<file path="src/rtl/prog_lut.sv">
// rtl/prog_lut.sv - run-time writable flop-based lookup table with block-load sequencer
module prog_lut #(
  parameter  int WIDTH = 8,
  parameter  int DEPTH = 32,
  localparam int KEY_W = $clog2(DEPTH)
) (
  input  logic             clk,
  input  logic             rst_n,
  input  logic             rd_en,
  input  logic [KEY_W-1:0] rd_key,
  output logic [WIDTH-1:0] rd_data,
  output logic             rd_valid,
  input  logic             wr_en,
  input  logic [KEY_W-1:0] wr_key,
  input  logic [WIDTH-1:0] wr_data,
  output logic             wr_err,
  input  logic             ld_start,
  input  logic [KEY_W-1:0] ld_base,
  input  logic [KEY_W:0]   ld_count,
  input  logic             ld_valid,
  input  logic [WIDTH-1:0] ld_data,
  output logic             ld_ready,
  output logic             ld_busy,
  output logic             ld_done
);

  typedef enum logic [1:0] {S_IDLE, S_LOAD, S_DONE} state_t;

  state_t           state_q, state_d;
  logic [KEY_W-1:0] ptr_q, ptr_d;
  logic [KEY_W:0]   rem_q, rem_d;
  logic [WIDTH-1:0] rd_data_q, rd_data_d;
  logic             rd_valid_q, rd_valid_d;
  logic             wr_err_q, wr_err_d;
  logic [WIDTH-1:0] mem_q [DEPTH];

  logic             we;
  logic [KEY_W-1:0] w_key;
  logic [WIDTH-1:0] w_data;
  logic             count_ok;

  assign count_ok = (ld_count != '0) && (ld_count <= (KEY_W+1)'(DEPTH));

  // Direct writes only land in IDLE and load words only in LOAD, so one write port suffices.
  always_comb begin
    state_d = state_q;
    ptr_d   = ptr_q;
    rem_d   = rem_q;
    we      = 1'b0;
    w_key   = wr_key;
    w_data  = wr_data;
    case (state_q)
      S_IDLE: begin
        we = wr_en;
        if (ld_start && count_ok) begin
          state_d = S_LOAD;
          ptr_d   = ld_base;
          rem_d   = ld_count;
        end
      end
      S_LOAD: begin
        if (ld_valid) begin
          we     = 1'b1;
          w_key  = ptr_q;
          w_data = ld_data;
          ptr_d  = ptr_q + KEY_W'(1);
          rem_d  = rem_q - (KEY_W+1)'(1);
          if (rem_q == (KEY_W+1)'(1)) state_d = S_DONE;
        end
      end
      S_DONE:  state_d = S_IDLE;
      default: state_d = S_IDLE;
    endcase
  end

  // Write-first: a read colliding with the committing write returns the new value.
  always_comb begin
    rd_valid_d = rd_en;
    rd_data_d  = rd_data_q;
    if (rd_en) rd_data_d = (we && (w_key == rd_key)) ? w_data : mem_q[rd_key];
    wr_err_d   = wr_en && (state_q != S_IDLE);
  end

  always_ff @(posedge clk or negedge rst_n) begin
    if (!rst_n) begin
      state_q    <= S_IDLE;
      ptr_q      <= '0;
      rem_q      <= '0;
      rd_data_q  <= '0;
      rd_valid_q <= 1'b0;
      wr_err_q   <= 1'b0;
      for (int i = 0; i < DEPTH; i++) mem_q[i] <= '0;
    end else begin
      state_q    <= state_d;
      ptr_q      <= ptr_d;
      rem_q      <= rem_d;
      rd_data_q  <= rd_data_d;
      rd_valid_q <= rd_valid_d;
      wr_err_q   <= wr_err_d;
      if (we) mem_q[w_key] <= w_data;
    end
  end

  assign rd_data  = rd_data_q;
  assign rd_valid = rd_valid_q;
  assign wr_err   = wr_err_q;
  assign ld_ready = (state_q == S_LOAD);
  assign ld_busy  = (state_q == S_LOAD);
  assign ld_done  = (state_q == S_DONE);

endmodule

</file>
<file path="config.mk">
export PLATFORM = sky130hd
export DESIGN_NAME = prog_lut
export DESIGN_NICKNAME = d
export VERILOG_FILES = /design/src/rtl/prog_lut.sv
export SDC_FILE = /design/constraint.sdc
export NUM_CORES = 1
export LEC_CHECK = 0
export CAP_MARGIN = 40
export CORE_AREA = 2 2 232 234
export CTS_BUF_LIST = sky130_fd_sc_hd__clkbuf_4
export CTS_CLUSTER_DIAMETER = 120
export DETAILED_ROUTE_END_ITERATION = 8
export DIE_AREA = 0 0 234 236
export SETUP_SLACK_MARGIN = 0.15
export SLEW_MARGIN = 0
export SYNTH_ARGS = -nofsm -noshare
export SYNTH_HDL_FRONTEND = slang
export SYNTH_SLANG_ARGS = --single-unit
</file>
<file path="constraint.sdc">
create_clock -name clk -period 3.1 [get_ports clk]
set_clock_uncertainty 0.2 [all_clocks]
set_input_delay 0.62 -clock clk [delete_from_list [all_inputs] [get_ports clk]]
set_output_delay 0.62 -clock clk [all_outputs]
set_load 0.02 [all_outputs]
</file>
==> metrics, run 1 <==
final sum of negative setup slack 0 ns; Worst Setup Path Type reg -> out; static leakage 7.17 nW; peak supply drop 0.000229 V; IO buf count 55; first-pass GRT wire length 58.0 mm; proportion of register bits with asynchronous set or reset after synthesis 100%; Clock Tree Root clkbuf_4; Fin Hold WS 0.275 ns; share of post-route cells with drive strength above 1 19.5%; share of Yosys cell area claimed by the top area cell type 53.5%; highest-count cells in the layout ignoring fill and taps dfrtp_1 (278), nand2_1 (219), o21ai_0 (172), clkbuf_4 (105), mux2i_1 (87); final hold violation count 0; number of instances on the worst hold path 2; CP Data Required Time 2.28 ns; reported max-cap violation count 0; count of H-tree levels built during CTS 3; least setup slack across all paths after layout 0.257 ns; boundary pin count 56; clk sink count 279; overall routing resource usage 13.5%; pin count of the biggest net entering global routing 91; clock latency on the worst-skew pair 0.70 ns; cell count after synthesis 1274; clock slew at the register clock pins of the worst setup and hold paths 0.06 ns; detailed-router iteration count before antenna repair 7; worst reg2reg path depth 8; ranking of synthesized cells by area dfrtp_1 (53%), mux2i_1 (7.3%), o21ai_0 (6.6%); Achievable Freq 352 MHz; area overhead of the layout relative to synthesis 23.5%; total design power 13.7 mW; startpoint type of the worst setup path register; most common cell after layout, fill and taps aside dfrtp_1; clock tree from TritonCTS done; vias per cell 4.66; Pwr per Cell Area 848 nW/um^2; Vias 10000; core region area 53100 sq um; category of the worst setup path capture point primary output; minimum period implied by the final worst setup slack 2.84 ns; Clock Tree Buf Depth 3; Post-synth top flop dfrtp_1; worst-path maximum fanout 13; wirelength, routed 36.5 mm; Congestion Overflow GR 0; cell area after synthesis 13100 sq um; initial core utilization 24.6%; initial antenna violation count 2; DIE AREA 55200 sq um; worst hold path class reg -> reg; WL per Instance 17.0 um; HPWL after DPL 25.7 mm; Post-Synthesis Mean Instance Area 10.2 sq um; post-synthesis sequential area ratio 53.5%; cell taking the most area after synthesis dfrtp_1; Arrival @ worst endpoint 2.02 ns; die outline height 236 um; slew at the pin closest to its max-slew limit 0.781 ns; via count of the first global-routing pass 10200; result of the run finished, final reports clean; Slew Limit Fails 0; number of CTS-inserted buffers 74; number of rows created at floorplan 85; Post-synth EDFFs 0; DRC errors left 0; post-route antenna net violation count 0; Die Width 234 um; worst slack after detailed placement -0.181 ns; Synth warnings 0; global placement routability congestion 0.841; setup repair bufs after CTS 0; flops & latches, synth 279; unrepaired setup endpoints after global routing no; number of DRC markers in iteration 0 715; nets@finish 1450; count of cell types in the netlist 57; Setup-failing EPs final 0; post-route clock period utilization 91.7%; max_slew headroom 47.9%; Syn Nets 1320
## Yosys cell counts (3+ instances only)
cell type / instances
a22oi_1: 29
ha_1: 3
buf_4: 9
or3_1: 6
a31oi_1: 6
mux4_2: 30
o21ai_2: 9
a22o_1: 9
nor3_1: 6
a211oi_1: 3
or3b_1: 3
dfrtp_1: 279
mux2i_1: 95
inv_1: 6
buf_2: 26
xor2_1: 3
nor3_4: 3
and3_1: 3
buf_1: 5
nor2b_1: 8
nand2_1: 219
a221oi_1: 4
a21oi_1: 64
nand4_1: 10
nand3b_1: 5
clkbuf_1: 60
o21ai_1: 46
o21ai_0: 172
nand2b_1: 7
and2_1: 6
nand3_1: 32
nor2_1: 68
buf_6: 10
## metal layers
layer / vias up / global-route usage [%] / wire length (um)
met1: 4932 / 17.5 / 16000
met5: - / 0 / 0
li1: 4794 / - / -
met2: 236 / 22.3 / 18000
met3: 62 / 2.62 / 1640
met4: 0 / 4.72 / 928
## logic make-up (layout without fill, tap and decap cells)
kind of cell               Yosys count  after routing  share of synthesized area [%]
buffers and inverters              116            294                           4.42
adders and majority gates            3              3                          0.288
and+or+nand+nor                    387            387                           13.3
muxes                              127            127                           12.7
AOI/OAI and AO/OA                  357            357                           15.6
other                                0              2                              0
xor gates and xnor gates             5              5                          0.336
DFF                                279            279                           53.5
## path summary, 6_finish.rpt
kind | from | endpoint | slack, ns
min in group asynchronous | rst_n | mem_q[32] | 0.34
setup reg to reg | state_q[0] | rd_data[1] | 0.41
hold reg to reg | mem_q[223] | mem_q[223] | 0.28
hold / removal | mem_q[223] | mem_q[223] | 0.28
setup / recovery | state_q[0] | ld_done | 0.26
max in group asynchronous | rst_n | mem_q[171] | 1.56
## flip-flops by register name (all words and copies together) (netlist names)
signal	count
mem_q	256
rd_data	8
rem_q	6
ptr_q	5
state_q	2
rd_valid	1
wr_err	1
## stage by stage
stage	utilization, %	instances	instance area, sq um
5_1_grt	30.4	2150	16100
3_5_place_dp	28.6	2023	15200
2_1_floorplan	-	1274	13100
6_report	30.4	2150	16100
3_3_place_gp	28.6	2023	15200
4_1_cts	30.4	2148	16100
## timing repair
item	4_1_cts	5_1_grt
resized for setup	2	1
endpoints found under the setup margin	2	1
pin swaps	0	0
hold endpoints to repair	84	0
hold buffers	1	0
## cell type report
class | instances | area [sq um]
Inverter | 6 | 22.5
Clock inverter | 19 | 129
Tap cell | 696 | 871
Antenna cell | 2 | 5.00
Fill cell | 5413 | 36900
Timing Repair Buffer | 164 | 1730
Clock buffer | 105 | 788
Multi-Input combinational cell | 879 | 5600
Sequential cell | 279 | 6980
## where the power goes
group / internal (mW) / switching, mW / total (mW)
logic: 1.96 / 2.28 / 4.25
clock network: 1.72 / 1.52 / 3.24
registers: 5.24 / 0.952 / 6.19
## worst max-delay path: stages (launching register included)
cell and delay (ns):
dfrtp_1 0.51, nor2b_1 0.20, clkdlybuf4s50_1 0.62
Power figures use the tool's default switching activity.
==> run 2, diff against run 1 <==
--- a/config.mk
+++ b/config.mk
@@ -6,11 +6,11 @@
 export NUM_CORES = 1
 export LEC_CHECK = 0
 export CAP_MARGIN = 40
-export CORE_AREA = 2 2 232 234
+export CORE_AREA = 2 2 209 211
 export CTS_BUF_LIST = sky130_fd_sc_hd__clkbuf_4
 export CTS_CLUSTER_DIAMETER = 120
 export DETAILED_ROUTE_END_ITERATION = 8
-export DIE_AREA = 0 0 234 236
+export DIE_AREA = 0 0 211 213
 export SETUP_SLACK_MARGIN = 0.15
 export SLEW_MARGIN = 0
 export SYNTH_ARGS = -nofsm -noshare
==> run 2 against run 1 <==
Effect of this change:
- sequential power hardly changed
- critical path depth is 6 higher
- clock power is 8.0% lower
- routed wire length is 1.9% lower
- worst hold slack worse by 0.0042 ns
- largest power group unchanged
- utilization is 6.8 points higher
- sequential share of layout area is 0.73 points higher
==> metrics, run 2 (synthesis gave the netlist of run 1 again) <==
minimum period implied by the final worst setup slack 2.78 ns (was 2.84 ns); Largest register FFs 256 (unchanged); share of post-route cells with drive strength above 1 19.3% (was 19.5%); startpoint type of the worst setup path register (unchanged); Arrival @ worst endpoint 3.16 ns (was 2.02 ns); worst-path maximum fanout 10 (was 13); highest-count cells in the layout ignoring fill and taps dfrtp_1 (278), nand2_1 (219), o21ai_0 (172), clkbuf_4 (103), mux2i_1 (87) (was dfrtp_1 (278), nand2_1 (219), o21ai_0 (172), clkbuf_4 (105), mux2i_1 (87)); overall routing resource usage 16.7% (was 13.5%); vias per cell 4.99 (was 4.66); DRC errors left 0 (unchanged); category of the worst setup path capture point register (was primary output); placed insts 1871 (was 2023); Clock Tree Buf Depth 3 (unchanged); core region area 42700 sq um (was 53100 sq um); register area 6980 sq um (unchanged); Setup-failing EPs final 0 (unchanged); max_slew headroom 51.7% (was 47.9%); Fin Hold WS 0.271 ns (was 0.275 ns); most common cell after layout, fill and taps aside dfrtp_1 (unchanged); clock latency on the worst-skew pair 0.72 ns (was 0.70 ns); global placement routability congestion 0.860 (was 0.841); Congestion Overflow GR 0 (unchanged); least setup slack across all paths after layout 0.322 ns (was 0.257 ns); count of H-tree levels built during CTS 3 (unchanged); non-filler cells, final 1995 (was 2150); area of combinational cells with multiple inputs 5600 sq um (unchanged); clock slew at the register clock pins of the worst setup and hold paths 0.06 ns (about the same); clk sink count 279 (unchanged); total design power 13.4 mW (was 13.7 mW); detailed-router iteration count before antenna repair 5 (was 7); HPWL after DPL 25.2 mm (was 25.7 mm); Worst Setup Path Type reg -> reg (was reg -> out); via count of the first global-routing pass 10100 (was 10200); Clock Tree Root clkbuf_4 (unchanged); Die Width 211 um (was 234 um); peak supply drop 0.000220 V (was 0.000229 V); core utilization of the finished layout 37.1% (was 30.4%); slew at the pin closest to its max-slew limit 0.724 ns (was 0.781 ns); CP Data Required Time 3.48 ns (was 2.28 ns); area overhead of the layout relative to synthesis 21.4% (was 23.5%); Pwr per Cell Area 844 nW/um^2 (was 848 nW/um^2); reg-to-reg startpoint state_q[1] (was state_q[0]); Slew Limit Fails 0 (unchanged); reg-to-reg slack, setup 0.32 ns (was 0.41 ns); static leakage 7.14 nW (was 7.17 nW); clock tree from TritonCTS done (unchanged); initial core utilization 30.6% (was 24.6%); boundary pin count 56 (unchanged); DIE AREA 44900 sq um (was 55200 sq um); wirelength, routed 35.9 mm (was 36.5 mm); worst slack after detailed placement -0.256 ns (was -0.181 ns); result of the run finished, final reports clean (unchanged); pin count of the biggest net entering global routing 88 (was 91); Vias 9956 (was 10000); initial antenna violation count 3 (was 2); filler instances 4198 (was 5413); first-pass GRT wire length 57.6 mm (was 58.0 mm); worst reg2reg path depth 8 (unchanged); IO buf count 55 (unchanged); reported max-cap violation count 0 (unchanged); source of the critical timing path state_q[1] (was state_q[0]); number of DRC markers in iteration 0 680 (was 715); WL per Instance 18.0 um (was 17.0 um); number of CTS-inserted buffers 74 (unchanged); startpoint of the tightest hold check path mem_q[135] (was mem_q[223]); post-route clock period utilization 89.6% (was 91.7%); setup repair bufs after CTS 0 (unchanged); number of rows created at floorplan 76 (was 85); unrepaired setup endpoints after global routing no (unchanged); Achievable Freq 360 MHz (was 352 MHz); post-route antenna net violation count 0 (unchanged); Reg with most FFs mem_q (unchanged); end of the worst register-to-register path rd_data[4] (was rd_data[1]); hold path endpoint mem_q[135] (was mem_q[223]); final hold violation count 0 (unchanged); number of instances on the worst hold path 2 (unchanged); nets@finish 1448 (was 1450); worst hold path class reg -> reg (unchanged); die outline height 213 um (was 236 um)
## run 2: worst max path at each step
stage / to / cells past startpoint
5_1_grt: ld_done / 2
4_1_cts: ld_done / 2
6_report: rd_data[4] / 8
3_5_place_dp: rd_data[2] / 9
2_1_floorplan: rd_data[6] / 8
3_3_place_gp: rd_data[3] / 9
## run 2: power by group
| part | leakage [nW] | switching [mW] | internal, mW | total [mW] |
|---|---|---|---|---|
| clock network | 0.510 | 1.46 | 1.52 | 2.98 |
| registers | 3.58 | 0.950 | 5.24 | 6.19 |
| logic | 3.04 | 2.27 | 1.95 | 4.22 |
| total | 7.14 | 4.68 | 8.71 | 13.4 |
## run 2: layout make-up
cell class,instances,share of cell area (%)
sequential,279,44.0
multi-input combinational,879,35.3
timing repair buffer,162,10.9
clock buffer,103,4.88
tap,546,4.31
clock inverter,15,0.371
inverter,6,0.142
antenna,5,0.0789
## run 2: timing repair
action | CTS | global route
resized for setup | 3 | 0
endpoints found under the hold margin | 79 | 0
setup endpoints to repair | 2 | 0
hold buffers | 1 | 0
## run 2: metrics by stage
stage / setup TNS, ns / area, sq um
floorplan: 0 / 13100
global placement: -1.51 / 15000
detailed placement: -1.84 / 15000
CTS: 0 / 15800
global route: 0 / 15900
finish: 0 / 15900
## run 2: worst max-delay path: stages (launching register included)
cell     delay (ns)
dfrtp_1        0.50
and3b_2        0.27
buf_4          0.18
o211a_1        0.20
nor4_1         0.58
and4_1         0.31
buf_4          0.15
a21oi_1        0.08
a22o_1         0.21
## run 2: per-layer routing
layer  wire, um  vias up  global-route usage (%)
li1           -     4805                       -
met1      15700     4853                    21.4
met2      17400      226                    27.7
met3       1600       72                    3.32
met4       1140        0                    6.82
met5          0        -                       0
==> run 3, diff against run 2 <==
--- a/config.mk
+++ b/config.mk
@@ -6,11 +6,11 @@
 export NUM_CORES = 1
 export LEC_CHECK = 0
 export CAP_MARGIN = 40
-export CORE_AREA = 2 2 209 211
+export CORE_AREA = 4 4 211 213
 export CTS_BUF_LIST = sky130_fd_sc_hd__clkbuf_4
 export CTS_CLUSTER_DIAMETER = 120
 export DETAILED_ROUTE_END_ITERATION = 8
-export DIE_AREA = 0 0 211 213
+export DIE_AREA = 0 0 215 217
 export SETUP_SLACK_MARGIN = 0.15
 export SLEW_MARGIN = 0
 export SYNTH_ARGS = -nofsm -noshare
==> run 3 against run 2 <==
Effect of this change:
- first-iteration DRC count fell by 3.1%
- critical path depth down 6
- via count increased by 0.26%
- die area increased by 3.8%
- setup slack better by 0.010 ns
- final cell count is 0.20% higher
- sequential cell count stayed put
- register-to-register slack better by 0.20 ns
==> metrics, run 3 (synthesis gave the netlist of run 1 again) <==
result of the run finished, final reports clean (unchanged); category of the worst setup path capture point primary output (was register); most common cell after layout, fill and taps aside dfrtp_1 (unchanged); startpoint type of the worst setup path register (unchanged); share of post-route cells with drive strength above 1 19.5% (was 19.3%); CP Data Required Time 2.28 ns (was 3.48 ns); number of CTS-inserted buffers 75 (was 74); design area 16000 sq um (was 15900 sq um); Clock Tree Buf Depth 3 (unchanged); clock latency on the worst-skew pair 0.69 ns (was 0.72 ns); nets@finish 1447 (was 1448); IO buf count 55 (unchanged); setup repair bufs after CTS 0 (unchanged); wirelength, routed 36.2 mm (was 35.9 mm); Pwr per Cell Area 850 nW/um^2 (was 844 nW/um^2); boundary pin count 56 (unchanged); number of DRC markers in iteration 0 659 (was 680); overall routing resource usage 15.4% (was 16.7%); Slew Limit Fails 0 (unchanged); worst slack after detailed placement -0.0166 ns (was -0.256 ns); worst hold path class reg -> reg (unchanged); clock slew at the register clock pins of the worst setup and hold paths 0.06 ns (about the same); final hold violation count 0 (unchanged); Congestion Overflow GR 0 (unchanged); vias per cell 4.99 (about the same); via count of the first global-routing pass 10200 (was 10100); sw power 4.69 mW (was 4.68 mW); count of H-tree levels built during CTS 3 (unchanged); Largest register FFs 256 (unchanged); initial antenna violation count 2 (was 3); clock tree from TritonCTS done (unchanged); Reg with most FFs mem_q (unchanged); clock group share of total power 23.3% (was 22.2%); WL per Instance 18.1 um (was 18.0 um); pin count of the biggest net entering global routing 75 (was 88); Clock Tree Root clkbuf_4 (unchanged); DRC errors left 0 (unchanged); initial core utilization 30.6% (unchanged); switching part of the total power 34.5% (was 35.0%); placed insts 1869 (was 1871); least setup slack across all paths after layout 0.332 ns (was 0.322 ns); part of the power in registers 45.5% (was 46.2%); instance area after placement 15000 sq um (about the same); non-filler cells, final 1999 (was 1995); internal power consumption 8.89 mW (was 8.71 mW); core utilization of the finished layout 37.4% (was 37.1%); worst-path maximum fanout 13 (was 10); number of rows created at floorplan 76 (unchanged); unrepaired setup endpoints after global routing no (unchanged); Comb pwr share 31.2% (was 31.5%); global placement routability congestion 0.862 (was 0.860); reported max-cap violation count 0 (unchanged); Setup-failing EPs final 0 (unchanged); die outline height 217 um (was 213 um); minimum period implied by the final worst setup slack 2.77 ns (was 2.78 ns); Achievable Freq 361 MHz (was 360 MHz); detailed-router iteration count before antenna repair 7 (was 5); peak supply drop 0.000275 V (was 0.000220 V); clk sink count 279 (unchanged); slew at the pin closest to its max-slew limit 0.673 ns (was 0.724 ns); post-route clock period utilization 89.3% (was 89.6%); highest-count cells in the layout ignoring fill and taps dfrtp_1 (277), nand2_1 (219), o21ai_0 (172), clkbuf_4 (107), mux2i_1 (87) (was dfrtp_1 (278), nand2_1 (219), o21ai_0 (172), clkbuf_4 (103), mux2i_1 (87)); max_slew headroom 55.1% (was 51.7%); area overhead of the layout relative to synthesis 22.4% (was 21.4%); Vias 9982 (was 9956); HPWL after DPL 25.4 mm (was 25.2 mm); core region area 42700 sq um (unchanged); first-pass GRT wire length 57.0 mm (was 57.6 mm); post-route antenna net violation count 0 (unchanged); filler instances 4194 (was 4198); Worst Setup Path Type reg -> out (was reg -> reg); Fin Hold WS 0.277 ns (was 0.271 ns); Arrival @ worst endpoint 1.95 ns (was 3.16 ns); DIE AREA 46700 sq um (was 44900 sq um); Die Width 215 um (was 211 um); static leakage 7.19 nW (was 7.14 nW)
[run 3: cell count changes in the layout (fill, tap and decap cells not counted), sizes merged]
cell    delta
clkbuf     +4
diode      -4
clkinv     +3
buf        -2
inv        +2
bufinv     +1
[run 3: through the flow]
stage	power (mW)	TNS [ns]
after floorplan	8.79	0
after global placement	10.3	-0.0400
after detailed placement	10.5	-0.0176
after CTS	13.7	0
after global routing	14.6	0
final	13.6	0
[run 3: final cells by class]
cell class	instances	area [sq um]	area share, %
antenna	1	2.50	0.0157
clock buffer	107	803	5.03
clock inverter	21	115	0.720
inverter	6	22.5	0.141
multi-input combinational	879	5600	35.0
sequential	279	6980	43.7
tap	546	683	4.28
timing repair buffer	160	1770	11.1
[run 3: worst max-delay path: stages, from the launching register on]
cell	delay, ns
dfrtp_2	0.49
nor2b_1	0.15
clkdlybuf4s50_1	0.62
[run 3: power groups by stage]
stage,clock [mW],combinational [mW],sequential [mW]
global placement,0,4.13,6.16
finish,3.16,4.23,6.18
CTS,3.29,4.27,6.18
global route,3.49,4.75,6.39
floorplan,0,2.85,5.94
detailed placement,0,4.28,6.24
[run 3: metal layers]
layer,vias up,track usage (%),part of all wire (%)
met2,211,26.4,49
li1,4789,-,-
met1,4918,19.4,43
met3,64,3.00,4.5
met4,0,6.03,3.2
met5,-,0,0
[run 3: worst paths after layout]
| kind | slack (ns) | cells past startpoint | from | endpoint |
|---|---|---|---|---|
| setup / recovery | 0.33 | 2 | state_q[0] | ld_done |
| hold / removal | 0.28 | 2 | mem_q[39] | mem_q[39] |
| setup reg to reg | 0.52 | 6 | state_q[1] | rd_data[1] |
| hold reg to reg | 0.28 | 2 | mem_q[39] | mem_q[39] |
| max in group asynchronous | 1.54 | 3 | rst_n | mem_q[189] |
| min in group asynchronous | 0.33 | 2 | rst_n | mem_q[97] |
[run 3: timing repair]
item	in CTS	in global routing
gates cloned	0	0
pin swaps	0	0
setup endpoints to repair	2	1
resized for setup	3	1
hold endpoints to repair	67	0
hold buffers	1	0
